### src/rtl/matrix_inverse_seq.sv
// Sequential 2x2 matrix inverse helper: produces the adjugate and determinant of a
// signed 2x2 matrix over a four-state pipeline, with valid/ready handshakes on both sides.
module matrix_inverse_seq #(
  parameter int W     = 4,
  parameter int CNT_W = 8
) (
  input  logic                 clk,
  input  logic                 rst_n,
  input  logic signed [W-1:0]  d11,
  input  logic signed [W-1:0]  d12,
  input  logic signed [W-1:0]  d21,
  input  logic signed [W-1:0]  d22,
  input  logic                 in_valid,
  output logic                 in_ready,
  output logic signed [W:0]    adj11,
  output logic signed [W:0]    adj12,
  output logic signed [W:0]    adj21,
  output logic signed [W:0]    adj22,
  output logic signed [2*W:0]  det,
  output logic                 singular,
  output logic                 out_valid,
  input  logic                 out_ready,
  output logic [CNT_W-1:0]     singular_cnt,
  output logic [1:0]           state_dbg
);

  // Handshakes: a transfer happens on a rising edge where valid and ready are both 1.
  // in_ready is high only in IDLE; out_valid is high only in OUT, where the result is
  // held stable until out_ready is seen.

  typedef enum logic [1:0] {
    S_IDLE = 2'd0,
    S_MUL  = 2'd1,
    S_SUB  = 2'd2,
    S_OUT  = 2'd3
  } state_t;

  state_t state;
  state_t state_next;

  logic signed [W-1:0]   r11, r12, r21, r22;
  logic signed [2*W-1:0] p1, p2;
  logic signed [2*W:0]   det_next;
  logic signed [W:0]     neg12, neg21;
  logic                  accept;
  logic                  consume;

  assign accept  = (state == S_IDLE) && in_valid;
  assign consume = (state == S_OUT) && out_ready;

  always_ff @(posedge clk) begin
    if (!rst_n) begin
      state <= S_IDLE;
    end else begin
      state <= state_next;
    end
  end

  always_comb begin
    state_next = state;
    case (state)
      S_IDLE:  if (in_valid) state_next = S_MUL;
      S_MUL:   state_next = S_SUB;
      S_SUB:   state_next = S_OUT;
      S_OUT:   if (out_ready) state_next = S_IDLE;
      default: state_next = S_IDLE;
    endcase
  end

  always_comb begin
    in_ready  = (state == S_IDLE);
    out_valid = (state == S_OUT);
    state_dbg = state;
  end

  // Operand and product registers carry no reset: they are always written before use.
  always_ff @(posedge clk) begin
    if (accept) begin
      r11 <= d11;
      r12 <= d12;
      r21 <= d21;
      r22 <= d22;
    end
    if (state == S_MUL) begin
      p1 <= (2*W)'(r11) * (2*W)'(r22);
      p2 <= (2*W)'(r12) * (2*W)'(r21);
    end
  end

  // One extra bit on each side keeps -2^(W-1) and the product difference exact.
  assign det_next = (2*W+1)'(p1) - (2*W+1)'(p2);
  assign neg12    = -((W+1)'(r12));
  assign neg21    = -((W+1)'(r21));

  always_ff @(posedge clk) begin
    if (!rst_n) begin
      det      <= '0;
      adj11    <= '0;
      adj12    <= '0;
      adj21    <= '0;
      adj22    <= '0;
      singular <= 1'b0;
    end else if (state == S_SUB) begin
      det <= det_next;
      if (det_next == '0) begin
        adj11    <= '0;
        adj12    <= '0;
        adj21    <= '0;
        adj22    <= '0;
        singular <= 1'b1;
      end else begin
        adj11    <= (W+1)'(r22);
        adj12    <= neg12;
        adj21    <= neg21;
        adj22    <= (W+1)'(r11);
        singular <= 1'b0;
      end
    end
  end

  always_ff @(posedge clk) begin
    if (!rst_n) begin
      singular_cnt <= '0;
    end else if (consume && singular && (singular_cnt != {CNT_W{1'b1}})) begin
      singular_cnt <= singular_cnt + 1'b1;
    end
  end

endmodule

### config.mk
export PLATFORM = sky130hd
export DESIGN_NAME = matrix_inverse_seq
export DESIGN_NICKNAME = d
export VERILOG_FILES = /design/src/rtl/matrix_inverse_seq.sv
export SDC_FILE = /design/constraint.sdc
export NUM_CORES = 1
export LEC_CHECK = 0
export ABC_CLOCK_PERIOD_IN_PS = 4300
export CAP_MARGIN = 20
export CORE_AREA = 4 4 109 111
export CTS_CLUSTER_SIZE = 28
export DETAILED_ROUTE_END_ITERATION = 10
export DIE_AREA = 0 0 113 115
export GPL_TIMING_DRIVEN = 0
export HOLD_SLACK_MARGIN = 0.1
export PLACE_DENSITY_LB_ADDON = 0.25
export SYNTH_ARGS = -nofsm -noshare
export SYNTH_HDL_FRONTEND = slang
export SYNTH_SLANG_ARGS = --single-unit
### constraint.sdc
create_clock -name clk -period 4.3 [get_ports clk]
set_input_delay 0.645 -clock clk [delete_from_list [all_inputs] [get_ports clk]]
set_output_delay 0.645 -clock clk [all_outputs]
set_load 0.02 [all_outputs]
# --- After elaboration in Yosys (flattened, before gate mapping) ---
# Cells that the tools add are included.
word_totals:
  in_bits: 20
  wordCells: 41
  ff_bits: 72
  out_inout_bits: 42
classes:
  add_sub_neg: 4
  n_mul: 2
  n_reduce_logical: 7
  muxes: 8
  n_eq_ne: 6
op_table:
  columns: ["op", "n"]
  rows:
  - ["5-bit two-way mux", 4]
  - ["4-bit by 4-bit multiplier with 8-bit output", 2]
  - ["4-bit negator with 5-bit output", 2]
  - ["9-bit zero test", 1]
  - ["8-bit by 8-bit subtractor with 9-bit output", 1]
  - ["8-bit by 1-bit adder with 8-bit output, second input constant", 1]
  - ["8-bit != test, second input constant", 1]
  - ["2-bit case mux with 4 select lines", 1]
  - ["2-bit equality test, second input constant", 2]
  - ["1-bit logical AND", 4]
  - ["2-bit two-way mux", 2]
  - ["2-bit by 1-bit equality test with 1-bit output, second input constant", 1]
  - ["2-bit zero test", 1]
  - ["2-bit by 1-bit != test with 1-bit output, second input constant", 1]
  - ["2-bit != test, second input constant", 1]
  - ["2-bit AND reduction", 1]
  - ["1-bit two-way mux", 1]

# --- Longest topological paths before layout ---
depth:
  depth_word: 4
  depth_mapped: 13
  mapped_depth_nobuf: 13

# --- Worst setup path before layout ---
# OpenSTA, ideal clock, no wires.
synth_timing:
  path_kind: "register -> register"
  startpoint: "register r11[0]"
  endpoint: "register p1[7], data pin"
  n_path_buf: 0
  stages_incl_launch_ff: 11
  arrival_time_ns: 3.141
  setup_slack_ns: 0.899
  setup_time_ns: 0.260
  period_less_slack_ns: 3.401
  t_required_ns: 4.040
  cell_sequence: "edfxtp_1 > nand2b_1 > fa_1 > inv_1 > fa_1 > fa_1 > ha_1 > fa_1 > a21o_1 > a21oi_1 > xnor2_1"
synth_via:
  elab_chain_len: 1
synth_rtl:
  columns: ["item", "line_no", "source"]
  rows:
  - ["start: declaration", "41", "logic signed [W-1:0] r11, r12, r21, r22;"]
  - ["start signal: assignment", "79", "r11 <= d11;"]
  - ["4-bit by 4-bit multiplier with 8-bit output", "85", "p1 <= (2*W)'(r11) * (2*W)'(r22);"]
  - ["end signal: assignment", "85", null]
  - ["end: declaration", "42", "logic signed [2*W-1:0] p1, p2;"]
# No other way between the ends.
# A chain may end at the register's enable or synchronous reset.

# --- Final worst setup path ---
layout_timing:
  startpoint: "register r12[0]"
  endpoint: "register p2[7], data pin"
layout_via:
  elab_chain_len: 1
layout_rtl:
  columns: ["item", "line_no", "source"]
  rows:
  - ["start: declaration", "41", null]
  - ["start signal: assignment", "80", "r12 <= d12;"]
  - ["4-bit by 4-bit multiplier with 8-bit output", "86", "p2 <= (2*W)'(r12) * (2*W)'(r21);"]
  - ["end signal: assignment", "86", null]
  - ["end: declaration", "42", null]
# No other way between the ends.

==> summary.txt <==
Floorplanning
  • Row count: 38
  • Starting density of the core: 0.403
  • Chip width: 113 µm
  • DIE HEIGHT: 115 µm
  • Core Box Area: 10,800 µm²
  • Full die area: 13,000 µm²
  • # IOs: 62

Synth
  • Syn Inst Count: 410
  • Post-synth EDFFs: 32
  • Synth Warn #: 0
  • Yosys cell types: 46
  • Synth Net Count: 488
  • Async set or reset register ratio after synthesis: 0
  • Mean Syn Cell Area: 10.6 µm²
  • Synth Register Bits: 70
  • Sequential fraction of the synthesis area: 0.396
  • Primary FF master, synth: dfxtp_1
  • Synth top area cells: edfxtp_1 22%, dfxtp_1 17%, ha_1 11%, fa_1 8.7%, xnor2_1 4.2%
  • Leading area contributor after synthesis: edfxtp_1
  • Mapped Area: 4350 µm²
  • Yosys top cell area share: 0.221

Pwr
  • VDD IR max: 0.000444 V
  • Leak: 2.23 nW
  • Power Dens Cells: 838 nW/µm²

Cells and area
  • Layout cells sized above 1: 0.0782
  • Most frequent cells in the layout: 60 x clkdlybuf4s50_1, 39 x ha_1, 38 x dfxtp_1
  • Commonest non-fill, non-tap cell in the layout: clkdlybuf4s50_1
  • ANT cells: 0
  • Final core occ: 0.496
  • Syn-to-layout area delta: 22.9%
  • Final nets: 559

Place
  • IO Port Bufs: 60
  • GP Congestion: 0.824
  • Post-DP HPWL: 7.48 mm

Detailed routing
  • Final ANT Viol Nets: 0
  • Via count: 3,256
  • DRC: 0
  • Pre-Repair DR Iteration Count: 4
  • Routed wire per std cell: 15.7 µm
  • First DRT Iteration DRCs: 193
  • Via density per instance: 5.20
  • Routed wire length: 9.82 mm

Clocking
  • Post-CTS Resized: 0
  • Clock Tree Buf Depth: 2
  • Clock transition at path regs: 0.08 ns
  • Hold buffer count at cts: 0
  • CTS tree: yes
  • Root buf cell: clkbuf_8
  • Clock Latency Late Sink: 0.35 ns
  • CTS sink cnt: 70
  • Setup bufs post-CTS: 0
  • Total CTS buffers: 9
  • CTS H-Tree Depth: 3

Global route
  • GRT Residual Overflow: 0
  • Antenna violations before repair: 0
  • Gr usage total: 0.152
  • First-pass GRT wire length: 15.6 mm
  • Vias in the first global route: 3,131
  • Largest net degree at the start of global routing: 17

Critical path
  • CP endpoint kind: flip-flop
  • CP max stage delay: 0.54 ns
  • Max FO, Critical Path: 5
  • WP data required: 4.39 ns
  • Critical path class: reg2reg
  • CP cell instances: inv_1, nand2_1, fa_1, inv_1, fa_1, fa_1, ha_1, inv_1, fa_1, inv_1, a21o_1, a21oi_1, xnor2_1
  • Critical Path Start Type: flip-flop
  • Worst path slowest cell: fa_1
  • Arr. time, crit path: 3.74 ns

STA
  • RSZ-0062 raised after global routing: false
  • Post-route clock period utilization: 0.849
  • Maximum clock rate: 274 MHz
  • # setup viols final: 0
  • Final min period: 3.65 ns
  • Worst Skew: 0.0172 ns
  • Least-Margin Pin Slew: 0.798 ns
  • Setup TNS: 0 ns
  • Final Hold Viols: 0
  • Slew headroom: 0.468
  • Final Max Tran Viols: 0

Job
  • Maxcap violations: 0

Run status
  • Run status: completed

Worst hold path
  • Hold WC Path Type: reg2reg
==> cell usage after synthesis, types with 2 or more instances <==
library cell / n
ha_1: 39
dfxtp_1: 38
inv_1: 33
edfxtp_1: 32
nand3_1: 26
nor2_1: 22
and2_1: 21
xnor2_1: 21
fa_1: 19
nand2_1: 18
nand4_1: 15
clkbuf_1: 14
nor2b_1: 13
o211ai_2: 10
a21oi_1: 9
xor2_1: 9
a32oi_1: 6
o21ai_0: 6
a21o_1: 5
mux2i_1: 5
nor3_1: 5
o31ai_1: 5
a21boi_0: 3
nand2b_1: 3
o211a_1: 3
o211ai_1: 3
a211oi_1: 2
a21oi_2: 2
and3_1: 2
buf_4: 2
inv_2: 2
mux2_2: 2
or3_1: 2
==> cells by family (layout without fill, tap and decap cells) <==
logic type,after synthesis,count (layout),share of synthesized area
AOI/OAI and AO/OA,63,63,0.120
xor gates and xnor gates,30,30,0.0604
muxes,7,7,0.0167
buffers and inverters,53,129,0.0503
adders and majority gates,58,58,0.200
DFF,70,70,0.396
and+or+nand+nor,129,129,0.158
==> layout make-up <==
type | count | area [µm²]
sequential | 70 | 1720
tap | 140 | 175
fill | 991 | 5440
multi-input combinational | 287 | 2410
inverter | 35 | 131
buffer | 18 | 87.6
clock buffer | 9 | 124
timing repair buffer | 60 | 601
clock inverter | 7 | 97.6
==> registers in the layout (all words and copies together), names as in the netlist <==
| name | flops |
|---|---|
| det | 9 |
| adj21 | 5 |
| p2 | 8 |
| r21 | 4 |
| r12 | 4 |
| state_dbg | 2 |
| singular | 1 |
| p1 | 8 |
| singular_cnt | 8 |
| adj22 | 4 |
| adj12 | 5 |
| r11 | 4 |
| adj11 | 4 |
| r22 | 4 |
==> layer usage <==
metal  share of wire  wire, µm  vias up  GRT usage
met5               0         0        -          0
met4           0.023       229        0     0.0513
met3           0.055       542       15     0.0411
met2            0.48      4720       88      0.254
met1            0.44      4330     1559      0.193
li1                -         -     1594          -
==> final timing paths <==
| kind | start | endpoint | slack [ns] | cells after the start |
|---|---|---|---|---|
| worst max register to register | r12[0]$_DFFE_PP_ | p2[7]$_DFFE_PN_ | 0.65 | 13 |
| worst max-delay path | r12[0]$_DFFE_PP_ | p2[7]$_DFFE_PN_ | 0.65 | 13 |
| worst min register to register | det[7]$_SDFFE_PN0P_ | det[7]$_SDFFE_PN0P_ | 0.47 | 2 |
| worst min-delay path | det[7]$_SDFFE_PN0P_ | det[7]$_SDFFE_PN0P_ | 0.47 | 2 |
==> metrics by stage <==
| stage | setup WS, ns | cells | power (mW) | area, µm² | hold slack, ns |
|---|---|---|---|---|---|
| 5_1_grt | 0.498 | 626 | 4.87 | 5350 | 0.487 |
| 3_3_place_gp | 0.693 | 610 | 3.88 | 5130 | 0.466 |
| 4_1_cts | 0.624 | 626 | 4.53 | 5350 | 0.481 |
| 3_5_place_dp | 0.643 | 610 | 3.90 | 5130 | 0.468 |
| 6_report | 0.650 | 626 | 4.48 | 5350 | 0.474 |
| 2_1_floorplan | 0.899 | 410 | 3.11 | 4350 | 0.545 |
==> worst max-delay path: cells and delay by family, from the launching register on <==
kind	cells	cell delay [ns]
xor gates and xnor gates	1	0.12
and+or+nand+nor	1	0.10
DFF	1	0.51
AOI/OAI and AO/OA	2	0.18
buffers and inverters	4	0.35
adders and majority gates	5	2.12
==> power breakdown <==
| group | total, mW | switching, mW | internal, mW |
|---|---|---|---|
| Combinational | 2.67 | 1.52 | 1.15 |
| Sequential | 1.22 | 0.173 | 1.04 |
| Clock | 0.596 | 0.267 | 0.329 |
| Total | 4.48 | 1.96 | 2.53 |
(Power assumes the default switching activity.)
==> variant (same flow settings) <==
`CNT_W`: 8 -> 12.
--- a/src/rtl/matrix_inverse_seq.sv
+++ b/src/rtl/matrix_inverse_seq.sv
@@ -2,7 +2,7 @@
 // signed 2x2 matrix over a four-state pipeline, with valid/ready handshakes on both sides.
 module matrix_inverse_seq #(
   parameter int W     = 4,
-  parameter int CNT_W = 8
+  parameter int CNT_W = 12
 ) (
   input  logic                 clk,
   input  logic                 rst_n,
Ports: changed (resized singular_cnt); port bits go from 62 to 66. The function was not compared with the original's and may differ.
==> variant against the unedited design <==
Design area is 5.8% higher; synthesized area grew 5.7%; setup slack better by 0.10 ns; non-clock buffer count up 2; critical path depth down 3; largest power group unchanged; sequential cell count is 4 higher; power is 1.0% lower; wire length down 0.86%.
==> variant: results (changes against the unedited design) <==
** Final layout
- Share of cells above drive strength 1 :: 7.16% (-0.66 points)
- Number of nets in the layout :: 590 (+5.5%)
- Fraction of standard cell area that is sequential :: 31.8% (-0.35 points)
- Number of fillers in the final layout :: 981 (-1.0%)
- The inverter count was 43 (+23%).
- The multi-input logic portion of the cell area is 44.9% (-0.19 points).

** Place
- Placement Cell Area :: 0.00543 mm2 (+5.8%)
- Hpwl dp :: 7.62 mm (+1.9%)
- Routability-driven placement congestion ratio :: 0.868 (+5.3%)
- The count of input and output buffers is 65 (+8.3%).
- Cell Count Post-Placement :: 641 (+5.1%)

** Synthesis
- The compound-cell area share of the yosys netlist was 12.8% (+0.88 points).
- Count of distinct cell types in the synthesized netlist :: 59 (+28%)
- Sequential cell area fraction in the yosys report :: 39.2% (-0.39 points)
- The fraction of the mapped netlist area in adder cells came to 18.9% (-1.1 points).
- The share of the synthesized netlist area taken by xor and xnor gates came to 5.52% (-0.52 points).

** Route
- Iter 0 DRT Violations :: 186 (-3.6%)
- The detailed-routing iteration count for the pre-antenna-repair pass was 5 (+1).
- The via count came to 3372 (+3.6%).

** Power
- P_int :: 0.00257 W (+1.9%)

** STA
- The transition time at the pin with the least slew margin came to 0.846 ns (+0.0485 ns).

** Global routing
- The total track usage was 15.9% (+0.62 points).
- Met3 capacity usage during global routing :: 3.74% (-0.37 points)
- The routing usage on met2 is 26.8% (+1.4 points).
- The met1 usage came to 20.0% (+0.79 points).

** Worst setup path
- The stage delay of the slowest cell on the critical path was 0.52 ns (-0.02 ns).

** Run status
- Run status :: complete, no violations

** Clock tree
- The total number of clock tree sinks came to 74 (+5.7%).
-- variant: worst paths after layout --
| path | start | to | slack, ns | cells after the start |
|---|---|---|---|---|
| hold / removal | det[3] | det[3] | 0.48 | 2 |
| setup reg to reg | r11[0] | p1[7] | 0.75 | 10 |
| hold reg to reg | det[3] | det[3] | 0.48 | 2 |
| setup / recovery | r11[0] | p1[7] | 0.75 | 10 |
-- variant: power groups by stage --
| stage | logic [W] | clock network (W) | registers (W) |
|---|---|---|---|
| 6_report | 0.00263 | 0.000604 | 0.00120 |
| 3_5_place_dp | 0.00262 | 0 | 0.00122 |
| 5_1_grt | 0.00299 | 0.000645 | 0.00122 |
| 4_1_cts | 0.00267 | 0.000619 | 0.00120 |
| 2_1_floorplan | 0.00191 | 0 | 0.00126 |
| 3_3_place_gp | 0.00256 | 0 | 0.00121 |
-- variant: worst reg2reg max path, stage by stage, from the launching register on --
cell                       delay [ns]
sky130_fd_sc_hd__edfxtp_1        0.48
sky130_fd_sc_hd__nand2b_1        0.22
sky130_fd_sc_hd__fa_1            0.52
sky130_fd_sc_hd__fa_1            0.52
sky130_fd_sc_hd__inv_1           0.05
sky130_fd_sc_hd__fa_1            0.45
sky130_fd_sc_hd__ha_1            0.24
sky130_fd_sc_hd__fa_1            0.41
sky130_fd_sc_hd__a21o_1          0.17
sky130_fd_sc_hd__a21oi_1         0.16
sky130_fd_sc_hd__xnor2_1         0.08
-- variant: stage by stage --
step | worst slack, ns | total power, W | hold WS [ns]
floorplan | 0.953 | 0.00317 | 0.543
global placement | 0.769 | 0.00378 | 0.460
detailed placement | 0.743 | 0.00384 | 0.469
global route | 0.592 | 0.00485 | 0.510
CTS | 0.726 | 0.00449 | 0.482
finish | 0.753 | 0.00444 | 0.481
